`config.mk`:
```
export PLATFORM = sky130hd
export DESIGN_NAME = minterm_sweeper
export DESIGN_NICKNAME = d
export VERILOG_FILES = /design/src/rtl/minterm_sweeper.sv
export SDC_FILE = /design/constraint.sdc
export NUM_CORES = 1
export LEC_CHECK = 0
export ABC_AREA = 0
export CORE_ASPECT_RATIO = 0.6
export CORE_MARGIN = 5
export CORE_UTILIZATION = 48
export CTS_BUF_LIST = sky130_fd_sc_hd__clkbuf_8 sky130_fd_sc_hd__clkbuf_16
export CTS_CLUSTER_SIZE = 20
export DETAILED_ROUTE_END_ITERATION = 8
export PLACE_DENSITY = 0.77
export SLEW_MARGIN = 20
export SYNTH_ARGS = -nofsm -noshare
export SYNTH_HDL_FRONTEND = slang
export SYNTH_SLANG_ARGS = --single-unit
```
`constraint.sdc`:
```
create_clock -name clk -period 6.5 [get_ports clk]
set_input_delay 1.3 -clock clk [delete_from_list [all_inputs] [get_ports clk]]
set_output_delay 1.3 -clock clk [all_outputs]
set_load 0.02 [all_outputs]
```
`src/rtl/minterm_sweeper.sv`:
```
// Handshaked sweeper: drives {x,y,w,z} through minterms 0..15 and captures s into a truth table.
// Optional macro SWEEP_STOP_ON_FAIL_EN ends the sweep at the first mismatching minterm.
module minterm_sweeper #(
  parameter int          SETTLE   = 1,
  parameter logic [15:0] EXPECTED = 16'h64D4
) (
  input  logic        clk,
  input  logic        reset,
  input  logic        start,
  input  logic        s,
  output logic        x,
  output logic        y,
  output logic        w,
  output logic        z,
  output logic [3:0]  m,
  output logic        busy,
  output logic        done,
  output logic [15:0] tt,
  output logic        pass,
  output logic [4:0]  fail_count,
  output logic [3:0]  first_fail,
  output logic        any_fail
);

  localparam logic [1:0] IDLE    = 2'd0;
  localparam logic [1:0] RUN     = 2'd1;
  localparam logic [1:0] DONE_ST = 2'd2;

  localparam logic [3:0] LAST_CNT = 4'(SETTLE - 1);

  logic [1:0]  state;
  logic [3:0]  cnt;
  logic [15:0] tt_next;
  logic        mismatch;
  logic        stop;

  assign x = m[3];
  assign y = m[2];
  assign w = m[1];
  assign z = m[0];

  // tt_next lets pass be computed from the table including the final sample
  always_comb begin
    tt_next    = tt;
    tt_next[m] = s;
    mismatch   = (s != EXPECTED[m]);
`ifdef SWEEP_STOP_ON_FAIL_EN
    stop = (m == 4'd15) || mismatch;
`else
    stop = (m == 4'd15);
`endif
  end

  always_ff @(posedge clk) begin
    if (reset) begin
      state      <= IDLE;
      cnt        <= '0;
      m          <= '0;
      busy       <= 1'b0;
      done       <= 1'b0;
      tt         <= '0;
      pass       <= 1'b0;
      fail_count <= '0;
      first_fail <= '0;
      any_fail   <= 1'b0;
    end else begin
      case (state)
        IDLE: begin
          done <= 1'b0;
          if (start) begin
            state      <= RUN;
            busy       <= 1'b1;
            m          <= '0;
            cnt        <= '0;
            tt         <= '0;
            pass       <= 1'b0;
            fail_count <= '0;
            first_fail <= '0;
            any_fail   <= 1'b0;
          end
        end
        RUN: begin
          if (cnt != LAST_CNT) begin
            cnt <= cnt + 4'd1;
          end else begin
            tt  <= tt_next;
            cnt <= '0;
            if (mismatch) begin
              fail_count <= fail_count + 5'd1;
              if (!any_fail) begin
                first_fail <= m;
                any_fail   <= 1'b1;
              end
            end
            // done is registered here so it is high for the single DONE cycle
            if (stop) begin
              state <= DONE_ST;
              done  <= 1'b1;
              busy  <= 1'b0;
              m     <= '0;
              pass  <= (tt_next == EXPECTED);
            end else begin
              m <= m + 4'd1;
            end
          end
        end
        DONE_ST: begin
          done  <= 1'b0;
          state <= IDLE;
        end
        default: begin
          state <= IDLE;
        end
      endcase
    end
  end

endmodule

```
# [After elaboration in Yosys (flattened, before gate mapping)]
# Memories as Yosys holds them, arrays and structs flattened. A register that Yosys moved wholly into a read port is not among the register bits.
# Index checks and enable logic that the tools add are counted.
[classes] eq_ne=10 reduce_logical=13 add_sub_neg=3 order_cmp=2 n_mux=41
[ops] operator="4-bit two-way mux" n=9
[ops] operator="16-bit two-way mux" n=2
[ops] operator="16-bit case mux with 2 select lines" n=1
[ops] operator="4-bit case mux with 2 select lines" n=3
[ops] operator="16-bit bitwise mux" n=1
[ops] operator="16-bit by 15-bit == test with 1-bit output (second input constant)" n=1
[ops] operator="5-bit two-way mux" n=3
[ops] operator="1-bit two-way mux" n=12
[ops] operator="2-bit inequality test (second input constant)" n=5
[ops] operator="5-bit case mux with 2 select lines" n=1
[ops] operator="3-bit AND reduction" n=3
[ops] operator="4-bit by 1-bit adder with 4-bit output (second input constant)" n=2
[ops] operator="1-bit case mux with 2 select lines" n=4
[ops] operator="4-bit AND reduction" n=2
[ops] operator="2-bit two-way mux" n=3
[ops] operator="5-bit by 1-bit adder with 5-bit output (second input constant)" n=1
[ops] operator="4-bit by 5-bit less-than comparator with 1-bit output (second input constant)" n=1
[ops] operator="5-bit AND reduction" n=1
[ops] operator="1-bit demux with 4-bit select" n=1
[ops] operator="4-bit == test (second input constant)" n=1
[ops] operator="4-bit by 1-bit >= comparator with 1-bit output (second input constant)" n=1
[ops] operator="2-bit case mux with 2 select lines" n=1
[ops] operator="2-bit nonzero test" n=2
[ops] operator="4-bit nonzero test" n=1
[ops] operator="7 further kinds" n=7
[totals] memories=1 regBits=39 romBits=16
[mem_list] name="(name not given)" depth=16 width=1 rd=1 rd_clocked_by_memory_dff=1 wr=0 line="46" rtl="mismatch = (s != EXPECTED[m]);"

# [Longest topological paths before layout]
# Gate-level depths: netlist of the first run.
[depth] depth_word=9 ltp_mapped=10 depth_no_buf=10

# [Least setup slack after synthesis of the first run]
# OpenSTA, ideal clock, no wires.
[synth_path] kind="input to register" startpoint="input start" endpoint="register with a tool-made name" path_buffers=0 slack_ns=3.747 path_stages=8 setup_time_ns=0.087 t_arrival_ns=2.666 required_ns=6.413 path_cell_list="nand2b_1 a21oi_1 nor2_1 a22o_1 inv_1 ha_1 nor3b_1 o31ai_1"
[synth_lines] item="start: declaration" line="9" rtl="input logic start,"

==> run summary, run 1 <==
CTS HTree Levels: 2
Area Overhead vs Synth: 22.8%
Pwr per Cell Area: 196 nW/um^2
Syn_area_per_cell: 8.11 um^2
ANT cells: 0
Most frequent cells in the layout: dfxtp_1 (40), clkdlybuf4s50_1 (40), nor2_1 (24)
Critical Path AT: 4050 ps
Drt first pass iters: 5
Flop2flop setup slack: 3650 ps
R2r worst-path depth: 10
Fraction of synthesized area in multiplexers: 1.87%
Boundary pin count: 41
Sequential area share after synthesis: 36.2%
Final GP Congestion: 0.855
Switching share of power: 26.7%
Post-Synth XOR/XNOR Area: 2.37%
Die H: 62.6 um
Hold Vio Cnt, Final: 0
Minimum period implied by the final worst setup slack: 3840 ps
Clk_skew: 1.16 ps
Hold slack: 460 ps
CP Capture Type: flip-flop
Int Pwr: 391 uW
Highest Signal Layer: met4
Final #Nets: 315
Routed length per instance: 15.9 um
Post-DP HPWL: 4100 um
Fillers: 391
Fmax: 0.261 GHz
Residual DRC: 0
WL met3: 574 um
Setup-failing EPs final: 0
Number of global-route vias before repair: 1894
Core Rows: 19
Total Die Area: 6110 um^2
Max Cap Viol: 0
CTS buffer count: 5
Fraction of the mapped netlist area in adder cells: 5.65%
Port Buffers: 40
DR vias/cell: 5.82
Final wirelength: 5790 um
CTS-repair resized insts: 0
Largest net degree at the start of global routing: 25
Hold_sp: done$_SDFFE_PP0P_
Crit share post-route: 59.0%
Worst-Margin Slew: 922 ps
Syn_nets: 287
Synth Area in Compound Gates: 24.9%
Most common flop cell mapped by yosys: dfxtp_1
Run status: finished, final reports clean
Vias: 2125
Max FO, Critical Path: 24
Synth Register Bits: 40
Worst min path class: reg -> reg
CTS Buffer Depth: 2
Startpoint Class: input pin
Main combinational cell family by area after synthesis: compound AO/OA/AOI/OAI gates
Post-synthesis cell count: 273
Cts-stage hold buffer count: 0
Clock power share: 38.0%
WP data required: 6710 ps
Initial Util: 49.0%
Share of cells above drive strength 1: 5.63%
Netlist cell types: 52
Core area: 4520 um^2
Gate power share: 13.8%
Worst-skew pair later-pin latency: 290 ps
P_leak: 0.000954 uW
Post-Synth Simple-Gate Area: 22.1%
Clock Sinks: 40
DRT iter0 DRCs: 167
Post-synth EDFFs: 0
Critical setup path kind: in -> reg
Total grt overflow: 0
Metal2 WL: 2350 um
Min-Delay Endpoint: done$_SDFFE_PP0P_
Fraction of registers with async set/reset: 0%
Slew Limit Headroom: 38.3%
First-pass GRT wire length: 9580 um
Post-route worst setup slack: 2660 ps
Pre-CTS WS: 2430 ps
Pwr Total: 533 uW
Hold Path Depth: 2
Initial antenna violation count: 0
Psw: 142 uW
FF-to-FF Start: cnt[0]$_SDFFE_PP0P_
CTS tree: yes
VDD IR max: 0.0915 mV
Max Transition Viols Final: 0
Antenna Nets Post-Route: 0
Gr usage total: 19.2%
Post-CTS setup buffers: 0
CTS root buf: clkbuf_8
Worst-path clk slew: 80 ps
RSZ-0062 raised after global routing: no
Seq pwr share: 48.2%
Synth warnings: 0
Setup tns final: 0 ps
Met1 WL: 2800 um
Mapped cell area: 2210 um^2
Die Width: 97.7 um
metrics by stage:
step	area, um^2	util (%)	instances
4_1_cts	2720	60.2	365
5_1_grt	2720	60.2	365
2_1_floorplan	2210	-	273
3_3_place_gp	2610	57.8	357
6_report	2720	60.2	365
3_5_place_dp	2610	57.8	357
worst max-delay path, cell delays in order:
cell,delay [ps]
clkdlybuf4s50_1,850
nor2_1,920
a22o_1,290
inv_1,50
ha_1,280
nor3b_1,140
o31ai_1,220
synth_stat cells (all sizes together), types with 3 or more instances:
library cell	number	area [um^2]
nand2	15	56.3
buf	8	48.8
nand3	9	45.0
dfxtp	40	801
a21oi	23	115
a22oi	7	52.6
xnor2	4	35.0
ha	10	125
o211ai	3	22.5
nor3b	4	30.0
o31ai	4	30.0
nand2b	8	50.1
clkbuf	13	48.8
mux2i	3	30.0
nor3	5	30.0
a22o	4	35.0
o22ai	4	31.3
a21o	3	22.5
o21ai	23	115
nor2	24	90.1
nand4	6	37.5
nor2b	6	37.5
inv	15	56.3
flip-flops by register name, summed over array words and instances, names as in the netlist, 2 cells and up, named ones only:
signal and cells:
cnt 4, fail_count 5, first_fail 4, m 4
state 2, tt 16
power by group through the flow:
stage | logic, uW | registers (uW) | clock network (uW)
after floorplan | 49.0 | 264 | 0
after global placement | 70.9 | 262 | 0
after detailed placement | 72.0 | 262 | 0
after CTS | 72.7 | 257 | 204
after global routing | 81.8 | 258 | 217
final | 73.5 | 257 | 202
logic make-up after synthesis:
kind of cell,after synthesis
and+or+nand+nor,91
AOI/OAI and AO/OA,86
DFF,40
xor gates and xnor gates,6
buffers and inverters,36
adders and majority gates,10
muxes,4
area by class of cell:
type | instances | area (um^2) | share of cell area, %
timing repair buffer | 42 | 415 | 15.3
tap | 63 | 78.8 | 2.90
sequential | 40 | 801 | 29.5
clock inverter | 3 | 38.8 | 1.43
multi-input combinational | 197 | 1260 | 46.3
clock buffer | 5 | 68.8 | 2.53
inverter | 15 | 56.3 | 2.07
worst max-delay path by stage:
stage          start        end  cells past startpoint
3_5_place_dp   reset  flip-flop                      7
6_report       reset  flip-flop                      7
2_1_floorplan  start  flip-flop                      8
3_3_place_gp   reset  flip-flop                      7
4_1_cts        reset  flip-flop                      7
5_1_grt        reset  flip-flop                      7
routing by layer:
| layer | vias to the layer above | GRT usage, % |
|---|---|---|
| met5 | - | 0 |
| met4 | 0 | 4.49 |
| met3 | 10 | 6.47 |
| met2 | 122 | 25.9 |
| met1 | 968 | 28.9 |
| li1 | 1025 | - |
No activity file was read; power rests on OpenSTA's default activity.
==> run 2, diff against run 1 <==
Clock period 6.5 ns to 3.8 ns, I/O delays scaled along.
==> run summary, run 2 (synthesis results as in run 1) <==
Delay-heaviest family, CP: compound AO/OA/AOI/OAI gates
Crit share post-route: 73.7%
WP data required: 4000 ps
Die Width: 97.7 um
Core Rows: 19
Core area: 4520 um^2
Final #Nets: 318
RSZ-0062 raised after global routing: no
CP Capture Type: flip-flop
Run status: finished, final reports clean
Clock Sinks: 40
Critical setup path kind: in -> reg
Total grt overflow: 0
CTS-repair resized insts: 0
CTS tree: yes
CTS root buf: clkbuf_8
Post-CTS setup buffers: 0
Number of global-route vias before repair: 1940
Gr usage total: 19.2%
Port Buffers: 40
CTS HTree Levels: 2
Total Die Area: 6110 um^2
Max Cap Viol: 0
Fillers: 407
Worst-Margin Slew: 626 ps
Startpoint Class: input pin
DR vias/cell: 5.61
Share of cells above drive strength 1: 6.23%
CP bufs+invs: 3
Flop2flop setup slack: 1270 ps
Hold_sp: done$_SDFFE_PP0P_
FF-to-FF Start: cnt[0]$_SDFFE_PP0P_
Setup tns final: 0 ps
Top flop regs: tt: 16 flops, fail_count: 5 flops
Hold Vio Cnt, Final: 0
Worst Setup SP: start
Drt first pass iters: 4
Final wirelength: 5780 um
Area Overhead vs Synth: 23.0%
Routed length per instance: 15.7 um
Largest net degree at the start of global routing: 25
Largest register FFs: 16
Most frequent cells in the layout: dfxtp_1 (40), clkdlybuf4s50_1 (40), nor2_1 (24)
Die H: 62.6 um
Setup-failing EPs final: 0
Antenna Nets Post-Route: 0
VDD IR max: 0.166 mV
DRT iter0 DRCs: 182
Critical Path AT: 3000 ps
Worst-skew pair later-pin latency: 280 ps
Post-DP HPWL: 4170 um
Cts-stage hold buffer count: 0
Fmax: 0.357 GHz
Slowest library cell on the worst path: clkdlybuf4s50_1
Final GP Congestion: 0.877
CTS buffer count: 5
Finished Layout Cells: 368
Max Transition Viols Final: 0
Initial antenna violation count: 0
Minimum period implied by the final worst setup slack: 2800 ps
Initial Util: 49.0%
CP max stage delay: 520 ps
Clk_skew: 4.44 ps
Worst min path class: reg -> reg
ANT cells: 0
Pwr per Cell Area: 313 nW/um^2
Residual DRC: 0
Top reg by flops: tt
Max FO, Critical Path: 16
Boundary pin count: 41
Vias: 2065
CTS Buffer Depth: 2
First-pass GRT wire length: 9780 um
P_leak: 0.000963 uW
Slew Limit Headroom: 58.1%
Placed cells: 360
Cells along the critical path: clkdlybuf4s50_1 > nand2b_1 > a21oi_1 > nor2_1 > buf_4 > a22o_1 > inv_1 > ha_1 > nor3b_1 > o31ai_1
Worst-path clk slew: 80 ps
## run 2: cell count changes in the layout (fill, tap and decap cells not counted), sizes merged
| cell | delta |
|---|---|
| inv | +1 |
| clkbuf | +1 |
| buf | +3 |
| clkinv | -1 |
| bufinv | -1 |
## run 2: area by class of cell
cell class                      instances  area (um^2)  area share (%)
Timing Repair Buffer                   45          438            16.1
Clock inverter                          2         7.51           0.276
Sequential cell                        40          801            29.4
Clock buffer                            6         82.6            3.03
Inverter                               15         56.3            2.07
Multi-Input combinational cell        197         1260            46.2
Tap cell                               63         78.8            2.90
## run 2: path summary, 6_finish.rpt
| kind | to | depth (start not counted) |
|---|---|---|
| worst max-delay path | flip-flop | 10 |
| worst min-delay path | done$_SDFFE_PP0P_ | 2 |
| worst max register to register | flip-flop | 11 |
| worst min register to register | done$_SDFFE_PP0P_ | 2 |
## run 2: report_power, final
| group | internal (uW) | switching [uW] | total, uW |
|---|---|---|---|
| Combinational | 51.3 | 77.3 | 129 |
| Sequential | 427 | 12.4 | 439 |
| Clock | 143 | 142 | 285 |
| Total | 621 | 232 | 853 |
## run 2: metal layers
metal	routed length, um	share of wire, %	GRT usage (%)
met1	3000	52	29.1
met2	2330	40	26.2
met4	34	0.59	3.11
met3	416	7.2	6.47
met5	0	0	0
## run 2: worst min-delay path, stage by stage, from the launching register on
cell and delay, ps:
dfxtp_1 320, nand2_1 50, a21oi_1 50
## run 2: metrics by stage
step                      total power, uW  util (%)  instance area [um^2]  hold slack, ps  setup WS, ps
after floorplan                       535         -                  2210             514          1590
after global placement                573      58.3                  2630             449           874
after CTS                             858      60.3                  2720             467          1040
final                                 853      60.3                  2720             464           998
after global routing                  895      60.3                  2720             506           861
after detailed placement              575      58.3                  2630             456           754
